==> config.mk <==
export PLATFORM = sky130hd
export DESIGN_NAME = rho_rotate_func
export DESIGN_NICKNAME = d
export VERILOG_FILES = /design/src/rtl/rho_rotate_func.sv
export SDC_FILE = /design/constraint.sdc
export NUM_CORES = 2
export LEC_CHECK = 0
export CORE_ASPECT_RATIO = 0.5
export CORE_MARGIN = 4
export CORE_UTILIZATION = 46
export CTS_BUF_LIST = sky130_fd_sc_hd__clkbuf_8
export DETAILED_ROUTE_END_ITERATION = 16
export PLACE_DENSITY = 0.61
export SLEW_MARGIN = 0
export SYNTH_ARGS = -nofsm -noshare
export SYNTH_HDL_FRONTEND = slang
export SYNTH_SLANG_ARGS = --single-unit
==> constraint.sdc <==
create_clock -name clk -period 51.9 [get_ports clk]
set_input_delay 5.19 -clock clk [delete_from_list [all_inputs] [get_ports clk]]
set_output_delay 5.19 -clock clk [all_outputs]
set_load 0.05 [all_outputs]
==> src/rtl/rho_rotate_func.sv <==
`default_nettype none
// ============================================================================
//  Module      : rho_rotate_func
//  Description : Keccak rho stage working on a slice stream. A full 5x5x64
//                state is collected as 64 consecutive 25-bit slices. Each lane
//                is rotated along z by its fixed rho offset. The rotated state
//                is then emitted as 64 slices in index order.
//  Revision    : 1.0 - initial release
// ============================================================================
module rho_rotate_func #(
    parameter int DEPTH = 64,
    parameter int CNT_W = 7
) (
    input  logic             clk,
    input  logic             rst,
    input  logic             start,
    input  logic             in_valid,
    input  logic [24:0]      line_in,
    output logic             in_ready,
    output logic             out_valid,
    input  logic             out_ready,
    output logic [24:0]      out_line,
    output logic [CNT_W-1:0] cnt_value,
    output logic             busy,
    output logic             done
);

    // Slice index width; DEPTH is fixed at 64, so indices wrap mod 64 for free.
    localparam int                 c_IDX_W = $clog2(DEPTH);
    localparam logic [c_IDX_W-1:0] c_LAST  = c_IDX_W'(DEPTH - 1);

    localparam logic [1:0] c_ST_IDLE = 2'd0;
    localparam logic [1:0] c_ST_LOAD = 2'd1;
    localparam logic [1:0] c_ST_EMIT = 2'd2;
    localparam logic [1:0] c_ST_DONE = 2'd3;

    // Rho offset of lane index 5*y+x.
    function automatic int f_rho(input int idx);
        int r;
        case (idx)
            0:  r = 0;   1:  r = 1;   2:  r = 62;  3:  r = 28;  4:  r = 27;
            5:  r = 36;  6:  r = 44;  7:  r = 6;   8:  r = 55;  9:  r = 20;
            10: r = 3;   11: r = 10;  12: r = 43;  13: r = 25;  14: r = 39;
            15: r = 41;  16: r = 45;  17: r = 15;  18: r = 21;  19: r = 8;
            20: r = 18;  21: r = 2;   22: r = 61;  23: r = 56;  24: r = 14;
            default: r = 0;
        endcase
        return r;
    endfunction

    logic [1:0]         r_state;
    logic [c_IDX_W-1:0] r_cnt;
    logic               w_load_beat;
    logic [24:0]        w_rot;

    // A slice is captured only while loading and the source presents one.
    assign w_load_beat = (r_state == c_ST_LOAD) && in_valid;

    // Control FSM: slice counter and state progression IDLE->LOAD->EMIT->DONE.
    always_ff @(posedge clk or posedge rst) begin
        if (rst) begin
            r_state <= c_ST_IDLE;
            r_cnt   <= '0;
        end else begin
            case (r_state)
                c_ST_IDLE: begin
                    if (start) begin
                        r_state <= c_ST_LOAD;
                        r_cnt   <= '0;
                    end
                end
                c_ST_LOAD: begin
                    if (in_valid) begin
                        // Wraps to 0 after slice 63, ready for the first emit beat.
                        r_cnt <= r_cnt + c_IDX_W'(1);
                        if (r_cnt == c_LAST) begin
                            r_state <= c_ST_EMIT;
                        end
                    end
                end
                c_ST_EMIT: begin
                    if (out_ready) begin
                        r_cnt <= r_cnt + c_IDX_W'(1);
                        if (r_cnt == c_LAST) begin
                            r_state <= c_ST_DONE;
                        end
                    end
                end
                c_ST_DONE: begin
                    r_state <= c_ST_IDLE;
                    r_cnt   <= '0;
                end
                default: begin
                    r_state <= c_ST_IDLE;
                    r_cnt   <= '0;
                end
            endcase
        end
    end

    // One 64-bit lane register per (x,y); read back through the rho offset.
    for (genvar i = 0; i < 25; i++) begin : g_lane
        localparam logic [c_IDX_W-1:0] c_OFF = c_IDX_W'(f_rho(i));

        logic [DEPTH-1:0]   r_lane;
        logic [c_IDX_W-1:0] w_src;

        // Store the incoming bit of this lane at the current slice position.
        always_ff @(posedge clk or posedge rst) begin
            if (rst) begin
                r_lane <= '0;
            end else if (w_load_beat) begin
                r_lane[r_cnt] <= line_in[i];
            end
        end

        // Output slice z takes lane bit (z - offset) mod 64.
        assign w_src    = r_cnt - c_OFF;
        assign w_rot[i] = r_lane[w_src];
    end

    // Status outputs are plain decodes of the state register.
    assign in_ready  = (r_state == c_ST_LOAD);
    assign out_valid = (r_state == c_ST_EMIT);
    assign busy      = (r_state != c_ST_IDLE);
    assign done      = (r_state == c_ST_DONE);
    assign cnt_value = CNT_W'(r_cnt);
    assign out_line  = out_valid ? w_rot : 25'd0;

endmodule
`default_nettype wire
# After elaboration in Yosys (flattened, before gate mapping)
# Index checks and enable logic that the tools add are counted.
# op_classes
add_sub_neg	25
n_lt_le_gt_ge	26
n_eq_ne	9
n_mux	88
n_reduce_logical	6
# ops
operator	count
bitwise mux 64 bit	25
< comparator 6 x 7 -> 1 bit (second input constant)	25
binary-select mux 1 bit (select 6 bit)	25
subtractor 6 bit (second input constant)	10
subtractor 6 x 5 -> 6 bit (second input constant)	6
two-way mux 1 bit	26
two-way mux 25 bit	1
case mux 6 bit (4 select lines)	1
subtractor 6 x 4 -> 6 bit (second input constant)	4
two-way mux 6 bit	3
subtractor 6 x 2 -> 6 bit (second input constant)	2
two-way mux 2 bit	5
case mux 2 bit (4 select lines)	1
adder 6 x 1 -> 6 bit (second input constant)	1
demux 1 bit (select 6 bit)	1
== test 6 bit (second input constant)	1
>= comparator 6 x 1 -> 1 bit (second input constant)	1
!= test 2 x 1 -> 1 bit (second input constant)	3
subtractor 6 x 1 -> 6 bit (second input constant)	1
subtractor 6 x 3 -> 6 bit (second input constant)	1
AND reduction 5 bit	1
== test 2 bit (second input constant)	2
!= test 2 bit (second input constant)	2
AND reduction 3 bit	1
4 further kinds	5
# totals
regBits	1608
input_bits	30
out_inout_bits	36
elab_cells	181

# Depth between registers and ports, before layout
# logic_depth
ltp_word	5
ltp_mapped	16
mapped_depth_nobuf	9

# Least setup slack after synthesis
# No wires, ideal clock.
# synth_path
path_type	register to output
startpoint	reg r_cnt[1]
endpoint	out out_line[10]
t_arrival_ns	4.561
required_ns	46.710
slack_ns	42.149
path_stages_with_launch	16
n_path_buf	8
cell_sequence	dfrtp_1 > buf_2 > buf_2 > inv_1 > buf_1 > ha_1 > clkbuf_1 > buf_4 > buf_2 > buf_2 > buf_2 > mux4_2 > inv_1 > o21ai_0 > o211ai_1 > a211oi_1
# synth_between
elab_chain_cells	4
# synth_rtl
element	line	source
from (decl)	52	logic [c_IDX_W-1:0] r_cnt;
from (signal assigned)	75	r_cnt <= r_cnt + c_IDX_W'(1);
from (signal assigned)	83	r_cnt <= r_cnt + c_IDX_W'(1);
subtractor 6 x 2 -> 6 bit	118	assign w_src = r_cnt - c_OFF;
binary-select mux 1 bit (select 6 bit)	119	assign w_rot[i] = r_lane[w_src];
two-way mux 1 bit (implied by the code)	119	
two-way mux 25 bit	128	assign out_line = out_valid ? w_rot : 25'd0;
to (decl)	22	output logic [24:0] out_line,
# No other way between the ends. The select of a mux whose other input is x is not followed.

# Final worst setup path
# layout_path
startpoint	reg r_cnt[1]
endpoint	out out_line[14]
# layout_between
elab_chain_cells	4
# layout_rtl
element	line
subtractor 6 bit	118
binary-select mux 1 bit (select 6 bit)	119
two-way mux 1 bit (implied by the code)	119
two-way mux 25 bit	128
# No other way between the ends. The select of a mux whose other input is x is not followed.

==> results.md <==
• **status** complete, no violations
• **met1 routing resource usage after global routing** 43.35%
• **final routed wirelength across all metal layers** 243400 um
• **antenna violations before repair** 24
• **die area** 169300 um2
• **largest fanout of any net on the critical path** 61
• **GR Layer Usage met2** 41.03%
• **slew margin rel.** 10.57%
• **share of final-layout standard cells stronger than drive strength 1** 54.41%
• **worst clock skew on the final layout** 0.06084 ns
• **Final Hold Vio Count** 0
• **achievable clock frequency** 0.07999 GHz
• **number of instances on the worst hold path** 1
• **portion of the post-synthesis area used by sequential elements** 53.85%
• **worst slew pin tran** 1.340 ns
• **busiest metal layer after global routing** met1
• **initial standard-cell utilization of the core** 46.39%
• **wire length of the first global-routing pass** 348900 um
• **layout net count** 4722
• **number of buffers created by CTS** 242
• **sequential cell fraction of total power** 44.0%
• **setup fix buffers added after clock tree synthesis** 0
• **antenna-violating nets left** 0
• **Layout fillers** 13420
• **critical register-to-register path endpoint** g_lane[13].r_lane[41]
• **number of gates resized after cts** 0
• **number of flops mapped to enable cells by yosys** 0
• **r2r setup slk** 46.44 ns
• **met3 track demand over resource** 7.240%
• **cell area after synthesis** 74720 um2
• **hold crit path type** flop to flop
• **area share of fa/ha/maj cells after synthesis** 0.3684%
• **area share of and/or/nand/nor cells after synthesis** 1.658%
• **global-route total usage across every layer** 28.83%
• **DRC violations left** 0
• **Cell Int Power** 2126 uW
• **Clock H-tree levels** 4
• **DRC violation total after the first TritonRoute iteration** 4192
• **share of synthesized flip-flops with an asynchronous set or reset** 100.0%
• **clock tree from TritonCTS** done
• **post-DR vias/cell** 6.286
• **critical path data arrival time** 7.31 ns
• **number of global-route vias before repair** 46060
• **RSZ-0062 raised after global routing** false
• **Fin Setup TNS** 0 ns
• **Final min period** 12.50 ns
• **post-DP HPWL** 144800 um
• **VDD IR max** 0.03570 mV
• **ports placed on the boundary** 66
• **RR Startpoint** r_cnt[0]
• **Worst Hold Endpoint** g_lane[12].r_lane[47]
• **switching share of power** 31.12%
• **WL/cell** 34.59 um
• **Layout Area Growth over Synthesis** 9.584%
• **number of violations of the max-capacitance limit** 0
• **max-slew violation count** 0
• **Critical Path Source Type** flop
• **Max clock buf depth** 4
• **clock net sink count** 1608
• **die span in y** 293.0 um
• **endpoint type of the worst setup path** primary output
• **global-route congestion overflow total** 0
• **Post-synth top flop** dfrtp_1
• **total via count in the routed design** 44230
• **number of cells produced by synthesis** 4666
• **number of buffers inserted for hold repair after clock tree synthesis** 0
• **Setup Viol. Count Final** 0
• **flops & latches, synth** 1608
• **number of warnings reported in the yosys synthesis log** 0
• **type of the worst setup path** flop to primary output
• **area of the placeable core** 161100 um2
• **CTS clock-pin slew for the worst setup and hold paths** 0.08 ns
• **pwr dens** 37.69 nW/um2
• **Compound-Gate Fraction of Synth Area** 1.433%
• **Horiz. Die Dim** 578.0 um
• **Post-Synth XOR/XNOR Area** 0.5961%
• **Port Buf Inserts** 64
• **synthesized net count** 4718
• **worst slack at placement** 40.48 ns
• **final total power** 3086 uW
• **FF-to-FF path depth** 6
• **Combinational Power Share** 21.7%
• **fin area** 81890 um2
• **first-pass iteration count of the detailed router** 5
• **share of cell area taken by muxes after synthesis** 38.68%
• **number of rows in the core area** 104
• **multi-input logic area** 32400 um2
• **Worst Hold Launch** g_lane[12].r_lane[47]
• **dominant combinational cell family by area after synthesis** multiplexers
• **Reg area** 40250 um2
• **routability congestion estimate from global placement** 0.8350
• **clock latency at the later pin of the worst-skew pair** 0.98 ns
• **Post-Synthesis Mean Instance Area** 16.01 um2
• **post-synth cell types** 68
• **cell area after placement** 77000 um2
• **final worst-path cycle share** 24.09%
• **post-route setup slack** 39.40 ns
• **data required time of the critical path** 46.71 ns
• **maximum number of pins on one net before global-route repair** 180
• **Root Buffer** clkbuf_8
• **Leak Pwr** 0.03868 uW
• **switching component of the power** 960.5 uW
• **fraction of power consumed by the clock network** 34.4%
## routing by layer
| metal | share of wire, % | up-vias |
|---|---|---|
| met5 | 0.014 | - |
| met4 | 3.3 | 6 |
| met3 | 8.9 | 443 |
| met2 | 43 | 1768 |
| met1 | 45 | 24670 |
| li1 | - | 17350 |
## power groups by stage
stage	combinational [uW]	sequential (uW)	clock, uW
2_1_floorplan	485	1370	0
3_3_place_gp	664	1380	0
3_5_place_dp	669	1380	0
4_1_cts	670	1360	1080
5_1_grt	705	1360	1140
6_report	668	1360	1060
## sequential cells by signal, summed over array words and instances (netlist names)
| signal | count |
|---|---|
| g_lane.r_lane | 1600 |
| r_state | 2 |
| r_cnt | 6 |
## cell type report
cell class	count	share of cell area, %
Sequential cell	1608	49.16
Multi-Input combinational cell	2600	39.56
Clock buffer	318	5.345
Tap cell	2173	3.320
Timing Repair Buffer	198	1.889
Clock inverter	110	0.5990
Inverter	20	0.1008
Antenna cell	9	0.02750
## cells by family after synthesis
| family | count (synthesis) |
|---|---|
| multiplexers | 2132 |
| other | 1 |
| AND/OR/NAND/NOR | 241 |
| AO/OA/AOI/OAI | 154 |
| XOR/XNOR | 50 |
| flip-flops | 1608 |
| adder cells (fa/ha/maj) | 22 |
| buffers and inverters | 458 |
## per-stage QoR
stage,std cells,hold WS (ns),util (%)
after detailed placement,6599,0.4900,47.80
after global placement,6599,0.4819,47.80
after global routing,7033,0.5096,50.83
after CTS,7027,0.5036,50.82
final,7036,0.5002,50.83
after floorplan,4666,0.4739,-
## cell usage in the layout, fill, tap and decap left out, drive strengths merged, types with 20 or more instances in the layout
cell type,netlist,routed
mux2,1604,1604
clkbuf,165,318
inv,19,108
clkdlybuf4s50,0,39
mux4,443,443
a211oi,20,20
nor2,82,82
a21oi,28,28
nand2,69,69
buf,273,159
ha,22,22
xnor2,43,43
mux2i,85,85
nand3,33,33
dfrtp,1608,1608
## cells in the mapped netlist (4+ instances only)
| library cell | instances | area (um2) |
|---|---|---|
| dfrtp_1 | 1608 | 40240 |
| mux2_2 | 1604 | 18060 |
| mux4_2 | 439 | 9887 |
| clkbuf_1 | 165 | 619.3 |
| mux2i_1 | 85 | 850.8 |
| buf_2 | 81 | 405.4 |
| buf_4 | 80 | 600.6 |
| nand2_1 | 66 | 247.7 |
| buf_1 | 57 | 214.0 |
| buf_6 | 53 | 596.8 |
| nor2_2 | 48 | 300.3 |
| xnor2_1 | 42 | 367.9 |
| nor2_1 | 34 | 127.6 |
| nand3_1 | 33 | 165.2 |
| a21oi_1 | 28 | 140.1 |
| ha_1 | 22 | 275.3 |
| a211oi_1 | 20 | 150.1 |
| nor2b_1 | 19 | 118.9 |
| o21ai_0 | 18 | 90.09 |
| inv_1 | 14 | 52.55 |
| a22oi_1 | 12 | 90.09 |
| a31oi_1 | 12 | 75.07 |
| nand2b_1 | 10 | 62.56 |
| a22o_1 | 8 | 70.07 |
| o211ai_1 | 8 | 60.06 |
| a21o_1 | 7 | 52.55 |
| o2111ai_1 | 7 | 61.31 |
| xor2_1 | 7 | 61.31 |
| and2_1 | 6 | 37.54 |
| nand4_1 | 6 | 37.54 |
| o22ai_1 | 6 | 37.54 |
| inv_2 | 5 | 18.77 |
| mux4_1 | 4 | 105.1 |
## critical path, stage by stage (launching register included)
cell and delay [ns]:
dfrtp_4 0.80, inv_1 0.73, ha_4 1.22, buf_4 0.88, mux4_2 0.36, mux4_2 0.25, mux2i_1 0.08, o31ai_1 0.97
clkdlybuf4s50_1 0.99
## worst max-delay path by stage
stage	startpoint	endpoint	slack, ns
detailed placement	rst	g_lane[24].r_lane[42]	40.48
floorplan	rst	g_lane[0].r_lane[0]	1.34
CTS	r_cnt[1]	out_line[14]	39.41
finish	r_cnt[1]	out_line[14]	39.40
global route	r_cnt[1]	out_line[22]	39.19
global placement	r_cnt[1]	out_line[14]	40.50
Note: power is estimated with default switching activity, not from simulation.
